<file path="config.mk">
export PLATFORM = sky130hd
export DESIGN_NAME = mp5_phantom_map
export DESIGN_NICKNAME = d
export VERILOG_FILES = /design/src/rtl/mp5_pkg.sv /design/src/rtl/mp5_prio_enc.sv /design/src/rtl/mp5_phantom_map.sv
export SDC_FILE = /design/constraint.sdc
export NUM_CORES = 1
export LEC_CHECK = 0
export ABC_AREA = 1
export BUFFER_PORTS_ARGS = -buffer_cell sky130_fd_sc_hd__buf_2
export CORE_UTILIZATION = 31
export DETAILED_ROUTE_END_ITERATION = 8
export PLACE_DENSITY = 0.46
export SYNTH_ARGS = -nofsm -noshare
export SYNTH_HDL_FRONTEND = slang
export SYNTH_SLANG_ARGS = --single-unit
</file>
<file path="constraint.sdc">
create_clock -name clk -period 30.5 [get_ports clk]
set_input_delay 3.05 -clock clk [delete_from_list [all_inputs] [get_ports clk]]
set_output_delay 3.05 -clock clk [all_outputs]
set_load 0.005 [all_outputs]
</file>
<file path="src/rtl/mp5_pkg.sv">
// mp5_pkg: types and constants shared by the mp5 pipeline stages.
//   MP5_NUM_PIPELINES / MP5_FIFO_SIZE : default pipeline count and per-stage FIFO depth.
//   Packet    : packet travelling through a stage (phantom flag, target pipeline, id, payload).
//   MapEntry  : one row of the phantom address map (valid, id, slot, FIFO, age).
//   sat_add16 : 16-bit add that sticks at 16'hFFFF.
package mp5_pkg;

  localparam int MP5_NUM_PIPELINES = 4;
  localparam int MP5_FIFO_SIZE     = 8;
  localparam int MP5_PIPE_W        = $clog2(MP5_NUM_PIPELINES);
  localparam int MP5_ADDR_W        = $clog2(MP5_FIFO_SIZE);

  typedef struct packed {
    logic                  is_phantom;
    logic [MP5_PIPE_W-1:0] pipeline;
    logic [15:0]           id;
    logic [31:0]           payload;
  } Packet;

  typedef struct packed {
    logic                  valid;
    logic [15:0]           id;
    logic [MP5_ADDR_W-1:0] addr;
    logic [MP5_PIPE_W-1:0] fifo_id;
    logic [7:0]            age;
  } MapEntry;

  function automatic logic [15:0] sat_add16(input logic [15:0] a, input logic [15:0] b);
    logic [16:0] sum;
    sum = {1'b0, a} + {1'b0, b};
    return sum[16] ? 16'hFFFF : sum[15:0];
  endfunction

endpackage

</file>
<file path="src/rtl/mp5_prio_enc.sv">
// mp5_prio_enc: lowest-index-first priority encoder.
//   req_i   : request vector, bit 0 has highest priority
//   idx_o   : index of the lowest set bit (0 when none set)
//   found_o : at least one bit of req_i is set
module mp5_prio_enc #(
  parameter int WIDTH = 16,
  parameter int IDX_W = (WIDTH > 1) ? $clog2(WIDTH) : 1
) (
  input  logic [WIDTH-1:0] req_i,
  output logic [IDX_W-1:0] idx_o,
  output logic             found_o
);

  // Scan from the top down so the last hit written is the lowest index.
  always_comb begin
    idx_o   = '0;
    found_o = 1'b0;
    for (int i = WIDTH - 1; i >= 0; i--) begin
      if (req_i[i]) begin
        idx_o   = IDX_W'(i);
        found_o = 1'b1;
      end
    end
  end

endmodule

</file>
<file path="src/rtl/mp5_phantom_map.sv">
// mp5_phantom_map: remembers where phantom packets sit in the stage FIFOs so
// the matching real packet can overwrite the phantom slot instead of queueing.
//   clk, rst (async, active low)
//   rec_valid/rec_id/rec_addr/rec_fifo_id : record a phantom pushed by the stage
//   pkt_valid/pkt_in                      : arriving packet
//   push_out/insert_out/addr_out/fifo_id_out/pkt_out : registered command to the stage
//   occupancy : live count of valid entries
//   drop_cnt  : records lost to a full map (saturating)
//   stale_cnt : entries evicted by age (saturating)
// Both input channels are valid-only: there is no back-pressure, an asserted
// valid is consumed on the rising edge it is sampled at.
module mp5_phantom_map
  import mp5_pkg::*;
#(
  parameter int NUM_PIPELINES = MP5_NUM_PIPELINES,
  parameter int FIFO_SIZE     = MP5_FIFO_SIZE,
  parameter int MAP_DEPTH     = 16,
  parameter int TIMEOUT       = 200
) (
  input  logic                             clk,
  input  logic                             rst,
  input  logic                             rec_valid,
  input  logic [15:0]                      rec_id,
  input  logic [$clog2(FIFO_SIZE)-1:0]     rec_addr,
  input  logic [$clog2(NUM_PIPELINES)-1:0] rec_fifo_id,
  input  logic                             pkt_valid,
  input  Packet                            pkt_in,
  output logic                             push_out,
  output logic                             insert_out,
  output logic [$clog2(FIFO_SIZE)-1:0]     addr_out,
  output logic [$clog2(NUM_PIPELINES)-1:0] fifo_id_out,
  output Packet                            pkt_out,
  output logic [$clog2(MAP_DEPTH):0]       occupancy,
  output logic [15:0]                      drop_cnt,
  output logic [15:0]                      stale_cnt
);

  localparam int ADDR_W = $clog2(FIFO_SIZE);
  localparam int PIPE_W = $clog2(NUM_PIPELINES);
  localparam int IDX_W  = $clog2(MAP_DEPTH);
  localparam int OCC_W  = IDX_W + 1;

  MapEntry entries_q [MAP_DEPTH];
  MapEntry entries_d [MAP_DEPTH];

  logic [15:0]       drop_q, drop_d, stale_q, stale_d;
  logic              push_q, push_d, insert_q, insert_d;
  logic [ADDR_W-1:0] addr_q, addr_d;
  logic [PIPE_W-1:0] fifo_q, fifo_d;
  Packet             pkt_q, pkt_d;

  logic [MAP_DEPTH-1:0] rec_hit_vec, lookup_vec, free_vec;
  logic [IDX_W-1:0]     free_idx, match_idx;
  logic                 free_found, match_found, rec_hit_any, alloc, drop;
  logic [OCC_W-1:0]     occ_cnt, n_stale;

  // All match/free vectors are built from the registered map only, so a
  // record landing this cycle is invisible to this cycle's lookup.
  always_comb begin
    for (int i = 0; i < MAP_DEPTH; i++) begin
      rec_hit_vec[i] = rec_valid && entries_q[i].valid && (entries_q[i].id == rec_id);
      lookup_vec[i]  = pkt_valid && !pkt_in.is_phantom && entries_q[i].valid &&
                       (entries_q[i].id == pkt_in.id);
      free_vec[i]    = !entries_q[i].valid;
    end
  end

  mp5_prio_enc #(.WIDTH(MAP_DEPTH), .IDX_W(IDX_W)) u_free_enc (
    .req_i  (free_vec),
    .idx_o  (free_idx),
    .found_o(free_found)
  );

  // Ids are unique in the map (records refresh rather than duplicate), so
  // this only ever sees zero or one request.
  mp5_prio_enc #(.WIDTH(MAP_DEPTH), .IDX_W(IDX_W)) u_match_enc (
    .req_i  (lookup_vec),
    .idx_o  (match_idx),
    .found_o(match_found)
  );

  assign rec_hit_any = |rec_hit_vec;
  assign alloc       = rec_valid && !rec_hit_any && free_found;
  assign drop        = rec_valid && !rec_hit_any && !free_found;

  // Per-entry update. A record writing an entry takes precedence over the
  // lookup consuming it or the age-out: the new phantom must not be lost.
  always_comb begin
    n_stale = '0;
    for (int i = 0; i < MAP_DEPTH; i++) begin
      entries_d[i] = entries_q[i];
      if (entries_q[i].valid) begin
        entries_d[i].age = entries_q[i].age + 8'd1;
      end
      if (rec_hit_vec[i] || (alloc && (free_idx == IDX_W'(i)))) begin
        entries_d[i].valid   = 1'b1;
        entries_d[i].id      = rec_id;
        entries_d[i].addr    = rec_addr;
        entries_d[i].fifo_id = rec_fifo_id;
        entries_d[i].age     = 8'd0;
      end else if (lookup_vec[i]) begin
        entries_d[i] = '0;
      end else if (entries_q[i].valid && (entries_q[i].age == 8'(TIMEOUT))) begin
        entries_d[i] = '0;
        n_stale      = n_stale + OCC_W'(1);
      end
    end
  end

  always_comb begin
    drop_d  = drop ? sat_add16(drop_q, 16'd1) : drop_q;
    stale_d = sat_add16(stale_q, 16'(n_stale));
  end

  // Stage command for the arriving packet, presented one cycle later.
  always_comb begin
    push_d   = 1'b0;
    insert_d = 1'b0;
    addr_d   = '0;
    fifo_d   = '0;
    pkt_d    = '0;
    if (pkt_valid) begin
      pkt_d = pkt_in;
      if (!pkt_in.is_phantom && match_found) begin
        insert_d = 1'b1;
        addr_d   = entries_q[match_idx].addr;
        fifo_d   = entries_q[match_idx].fifo_id;
      end else begin
        push_d = 1'b1;
        fifo_d = pkt_in.pipeline;
      end
    end
  end

  always_ff @(posedge clk or negedge rst) begin
    if (!rst) begin
      for (int i = 0; i < MAP_DEPTH; i++) begin
        entries_q[i] <= '0;
      end
      drop_q   <= '0;
      stale_q  <= '0;
      push_q   <= 1'b0;
      insert_q <= 1'b0;
      addr_q   <= '0;
      fifo_q   <= '0;
      pkt_q    <= '0;
    end else begin
      for (int i = 0; i < MAP_DEPTH; i++) begin
        entries_q[i] <= entries_d[i];
      end
      drop_q   <= drop_d;
      stale_q  <= stale_d;
      push_q   <= push_d;
      insert_q <= insert_d;
      addr_q   <= addr_d;
      fifo_q   <= fifo_d;
      pkt_q    <= pkt_d;
    end
  end

  always_comb begin
    occ_cnt = '0;
    for (int i = 0; i < MAP_DEPTH; i++) begin
      if (entries_q[i].valid) begin
        occ_cnt = occ_cnt + OCC_W'(1);
      end
    end
  end

  assign push_out    = push_q;
  assign insert_out  = insert_q;
  assign addr_out    = addr_q;
  assign fifo_id_out = fifo_q;
  assign pkt_out     = pkt_q;
  assign occupancy   = occ_cnt;
  assign drop_cnt    = drop_q;
  assign stale_cnt   = stale_q;

endmodule
</file>
# After elaboration in Yosys (flattened, before gate mapping)
# Cells that the tools add are included.
# word_totals
regBits,570
latch_bits,0
ramBits,0
romBits,0
input_bits,76
out_inout_bits,95
word_cells,563
memories,0
# classes
addsub,48
mul,0
n_div,0
order_cmp,1
n_eq_ne,63
shifts,0
mux,206
n_bitwise,1
reduce_logical,154
# ops
cell,count
2-to-1 mux 30 bit,48
== test 16 bit,32
2-to-1 mux 5 bit,60
"adder 5 x 1 -> 5 bit, second input constant",30
"adder 8 x 1 -> 8 bit, second input constant",16
"== test 8 bit, second input constant",16
2-to-1 mux 4 bit,32
2-to-1 mux 8 bit,16
binary-select mux 30 bit (select 4 bit),1
logical AND 1 bit,101
nonzero test 4 bit,16
2-to-1 mux 51 bit,1
nonzero test 3 bit,16
2-to-1 mux 1 bit,40
"== test 4 bit, second input constant",8
2-to-1 mux 16 bit,2
2-to-1 mux 13 bit,2
"adder 16 x 1 -> 17 bit, second input constant",1
adder 16 x 5 -> 17 bit,1
"== test 4 x 3 -> 1 bit, second input constant",4
logical OR 1 bit,16
OR reduction 16 bit,1
"== test 4 x 2 -> 1 bit, second input constant",2
2-to-1 mux 3 bit,2
other kinds (6),9

# Logic depth before layout (Yosys ltp)
# logic_depth
ltp_word,82
mapped_depth,87
depth_no_buf,86

# Cells and area by module
# From an unflattened synthesis, not the netlist that was laid out.
# hier_totals
cells_unflattened,4559
area_unflattened_um2,33980.1
# by_module_without_submodules
mod,instances,cells_per_inst,area_each_um2,seq_area_each_um2
mp5_phantom_map,1,4461,33562.2,14263.7
mp5_prio_enc,2,49,209.0,0.0

# Least setup slack after synthesis
# No wires, ideal clock.
# synth_path
kind,input-to-reg
startpoint,input rec_id[12]
endpoint,"register stale_q[15], in the netlist stale_cnt[15]"
setup_ns,0.070
t_arrival_ns,13.976
required_time_ns,30.430
path_slack_ns,16.454
stages,79
path_cell_list,buf_2 -> buf_4 -> xor2_1 -> nor3_1 -> nand3_2 -> nand2_1 -> nor2_2 -> nand2_2 -> nor3_4 -> nand3_1 -> nand2_1 -> nor2_1 -> inv_1 -> nor2_1 -> ha_1 -> nand3_2 -> nand2_2 -> ha_1 -> (+43 left out) -> ha_1 -> nand2_1 -> nor2_1 -> inv_1 -> nand2_1 -> inv_1 -> ha_1 -> nand3_1 -> nand2_1 -> a21oi_1 -> o21ai_0 -> nand2_1 -> nor2_1 -> nand3_1 -> nor3_1 -> nand3_1 -> or2_2 -> nand3_1
# synth_via
elab_chain_cells,71
# synth_rtl
element,line_no,text
start: declaration,mp5_phantom_map.sv:23,"input logic [15:0] rec_id,"
== test 16 bit,mp5_phantom_map.sv:61,rec_hit_vec[i] = rec_valid && entries_q[i].valid && (entries_q[i].id == rec_id);
logical AND 1 bit,mp5_phantom_map.sv:61,
OR reduction 16 bit,mp5_phantom_map.sv:82,assign rec_hit_any = |rec_hit_vec;
zero test 1 bit,mp5_phantom_map.sv:83,assign alloc = rec_valid && !rec_hit_any && free_found;
logical AND 1 bit (2 in series),mp5_phantom_map.sv:83,
logical AND 1 bit,mp5_phantom_map.sv:95,if (rec_hit_vec[i] || (alloc && (free_idx == IDX_W'(i)))) begin
logical OR 1 bit,mp5_phantom_map.sv:95,
2-to-1 mux 1 bit,mp5_phantom_map.sv:95,
(+55 left out),--,
2-to-1 mux 5 bit,mp5_phantom_map.sv:95,
adder 5 x 1 -> 5 bit,mp5_phantom_map.sv:105,n_stale = n_stale + OCC_W'(1);
2-to-1 mux 5 bit,mp5_phantom_map.sv:103,end else if (entries_q[i].valid && (entries_q[i].age == 8'(TIMEOUT))) begin
2-to-1 mux 5 bit,mp5_phantom_map.sv:101,end else if (lookup_vec[i]) begin
2-to-1 mux 5 bit (*),mp5_phantom_map.sv:95,
adder 16 x 5 -> 17 bit (*),mp5_pkg.sv:30,"sum = {1'b0, a} + {1'b0, b};"
2-to-1 mux 16 bit (*),mp5_pkg.sv:31,return sum[16] ? 16'hFFFF : sum[15:0];
via stale_d[15],mp5_phantom_map.sv:46,"logic [15:0] drop_q, drop_d, stale_q, stale_d;"
end signal: assignment,mp5_phantom_map.sv:152,stale_q <= stale_d;
end: declaration,mp5_phantom_map.sv:46,
# Mark *: on every way through the listed nets, which the timed path passes. The rest lies on a longest branch.
# A chain may end at the register's enable or synchronous reset.

# Final worst setup path
# layout_path
startpoint,input rec_id[7]
endpoint,"register stale_q[15], in the netlist stale_cnt[15]"
# Same word-level chain as after synthesis.

==> metrics.txt <==
status=finished clean; delay-heaviest family, CP=simple AND/OR/NAND/NOR gates; TritonCTS Buffers=73; Synth Net Count=4,571; clock period minus worst slack=between 15 and 20 ns; number of global-route vias before repair=30,500; maximum clock frequency=0.0632 GHz; vias=31,400; Tightest Pin Transition=1.14 ns; Starting DRT DRC Count=2,943; Sink Count=570; dpl cells=just under 6,000; Most Frequent Cell on Critical Path=nand2_1; global route overflow=0; Critical Setup Path Class=in2reg; Root Driver=clkbuf_16; combinational share of power=37.1%; top cell type's share of synthesized area=42.6%; Placed Area=between 30,000 and 40,000 um^2; sw frac=41.2%; Post-DP HPWL=89.2 mm; Bufs on Longest Clock Path=3; Main synth FF type=dfrtp_1; post-CTS setup buffers=0; synthesized cell area=33,500 um^2; critical path's slowest cell=inv_1; RSZ-0062 raised after global routing=no; # Max-Cap Violations=0; final WL=between 100 and 150 mm; fin. max-slew vios=0; Die W=roughly 330 um; # DRC=0; Critical Path AT=roughly 16 ns; async set-reset flop share out of synthesis=100%; #FFs+latches synth=570; distinct cell type count after synthesis=54; WP buf/inv=11; Syn. warnings=0; number of flops mapped to enable cells by yosys=0; Initial Util=31.3%; gpl congestion=approximately 0.9; P_int=~1.9 mW; Die Height=about 330 um; Core Area=107,000 um^2; routed length per instance=22.6 um; top-count cell post-synth=nand2_1; reg-to-reg startpoint=entries_q[29]; pwr/cell area=84.1 nW/um^2; Setup crit start=rec_id[7]; share of power burned in registers=35.6%; final core occ=a little over a third; Port Buf Inserts=170; initial antenna violation count=4; Synth Instances=around 4,400; worst-skew pair later-pin latency=0.67 ns; Area Growth Syn to Fin=13.8%; final hold vios=0; final cell area excluding filler cells=around 38,000 um^2; clock skew=0.0341 ns; Hold Crit Start=entries_q[37]; Worst EP required=31.07 ns; final cell count without fillers=between 5,000 and 6,000; maximum VDD drop=0.0000518 V; setup tns final=0 ns; slowest stage delay, CP=between 0.5 and 0.6 ns; Static Leak=19.3 nW; Synth top cells by count=1,027 x nand2_1, 636 x inv_1, 570 x dfrtp_1, 337 x o21ai_0, 327 x o22ai_1; final worst path period share=between 50% and 60%; top post-synthesis cells by area=dfrtp_1 43%, nand2_1 12%, inv_1 7.1%; Switch Pwr=1.32 mW; Relative slew margins=23.1%; Routed Antenna Nets=0; top-level I/O count=around 170; share of layout cells above drive strength 1=under 10%; sequential element share of the synthesized area=a little over two fifths; hold_buf cts=0; Synth area leader=dfrtp_1; CTS H-Tree Depth=3; Die ar.=109,000 um^2; Total GRT Usage=about a quarter; Nets=roughly 4,700; post_cts resized=0; Hold Crit Class=reg2reg; CTS tree=built; Startpoint Class=input pin; global-route wire length before repair=201 mm; CTS clk-pin slew, worst paths=0.06 ns; syn_area_per_cell=7.56 um^2; final setup fails=0; largest net degree at the start of global routing=slightly above 90; vias per inst=5.23; crit path max fanout=20; # rows=120; drt pass-1 iters=5; clock share of power=between 20% and 30%; Worst Setup End Kind=flop
==> stage by stage <==
step	setup slack, ns	hold slack (ns)	power, mW
finish	14.68	0.461	3.20
global route	13.58	0.475	3.46
CTS	14.75	0.467	3.22
detailed placement	14.14	0.459	2.32
global placement	14.13	0.456	2.31
floorplan	16.45	0.433	1.95
==> power groups by stage <==
stage                     sequential, mW  clock [mW]  combinational, mW
after floorplan                     1.08           0              0.873
after detailed placement            1.14           0               1.18
after global routing                1.16       0.926               1.37
after CTS                           1.13       0.898               1.18
final                               1.14       0.875               1.19
after global placement              1.15           0               1.17
==> flip-flops by register name (all words and copies together) (netlist names) <==
signal	flops
entries_q	480
pkt_out	51
drop_cnt	16
stale_cnt	16
addr_out	3
fifo_id_out	2
insert_out	1
push_out	1
==> per-layer routing <==
metal | wire, um | GRT usage (%) | vias up
met3 | 10700 | 4.31 | 319
met4 | 6210 | 11.0 | 2
met1 | 59500 | 33.5 | 14900
met2 | 58800 | 38.3 | 1338
met5 | 13 | 0 | -
li1 | - | - | 14800
==> cells by family after synthesis <==
| logic type | synth area share (%) |
|---|---|
| XOR/XNOR | 5.79 |
| multiplexers | 0.0299 |
| adder cells (fa/ha/maj) | 2.60 |
| AO/OA/AOI/OAI | 16.3 |
| flip-flops | 42.6 |
| AND/OR/NAND/NOR | 22.2 |
| buffers and inverters | 10.4 |
==> layout by cell type, fill, tap and decap left out, types with 30 or more instances in the layout <==
cell type	n
a221oi_1	30
o22ai_1	327
a21oi_1	139
clkbuf_16	75
ha_1	68
nor4_1	52
nand2_1	1026
nor3_1	87
buf_4	76
buf_2	169
nand4_1	76
nor2_1	254
nand3_1	161
dfrtp_1	570
xor2_1	195
inv_1	636
o21ai_1	47
o21ai_0	337
==> path summary, 6_finish.rpt <==
check,slack (ns),endpoint,cells past startpoint
worst max-delay path,14.68,stale_cnt[15],83
worst min-delay path,0.46,entries_q[37],1
worst max register to register,17.58,stale_cnt[15],86
worst min register to register,0.46,entries_q[37],1
max in group asynchronous,25.80,entries_q[446],3
min in group asynchronous,2.39,stale_cnt[14],1
==> worst reg2reg max path: cells and delay by family (launching register included) <==
kind | cells | cell delay, ns
simple gates | 57 | 6.57
fa+ha+maj | 16 | 4.45
buf+inv | 9 | 0.65
flops | 1 | 0.60
compound gates | 4 | 0.57
==> layout make-up <==
class,instances,area [um^2]
clock inverter,24,221
tap,1403,1760
inverter,668,2510
multi-input combinational,2976,15800
fill,11400,69000
clock buffer,106,2150
antenna,2,5.00
sequential,570,14300
timing repair buffer,246,1430
Note: power is estimated with default switching activity, not from simulation.
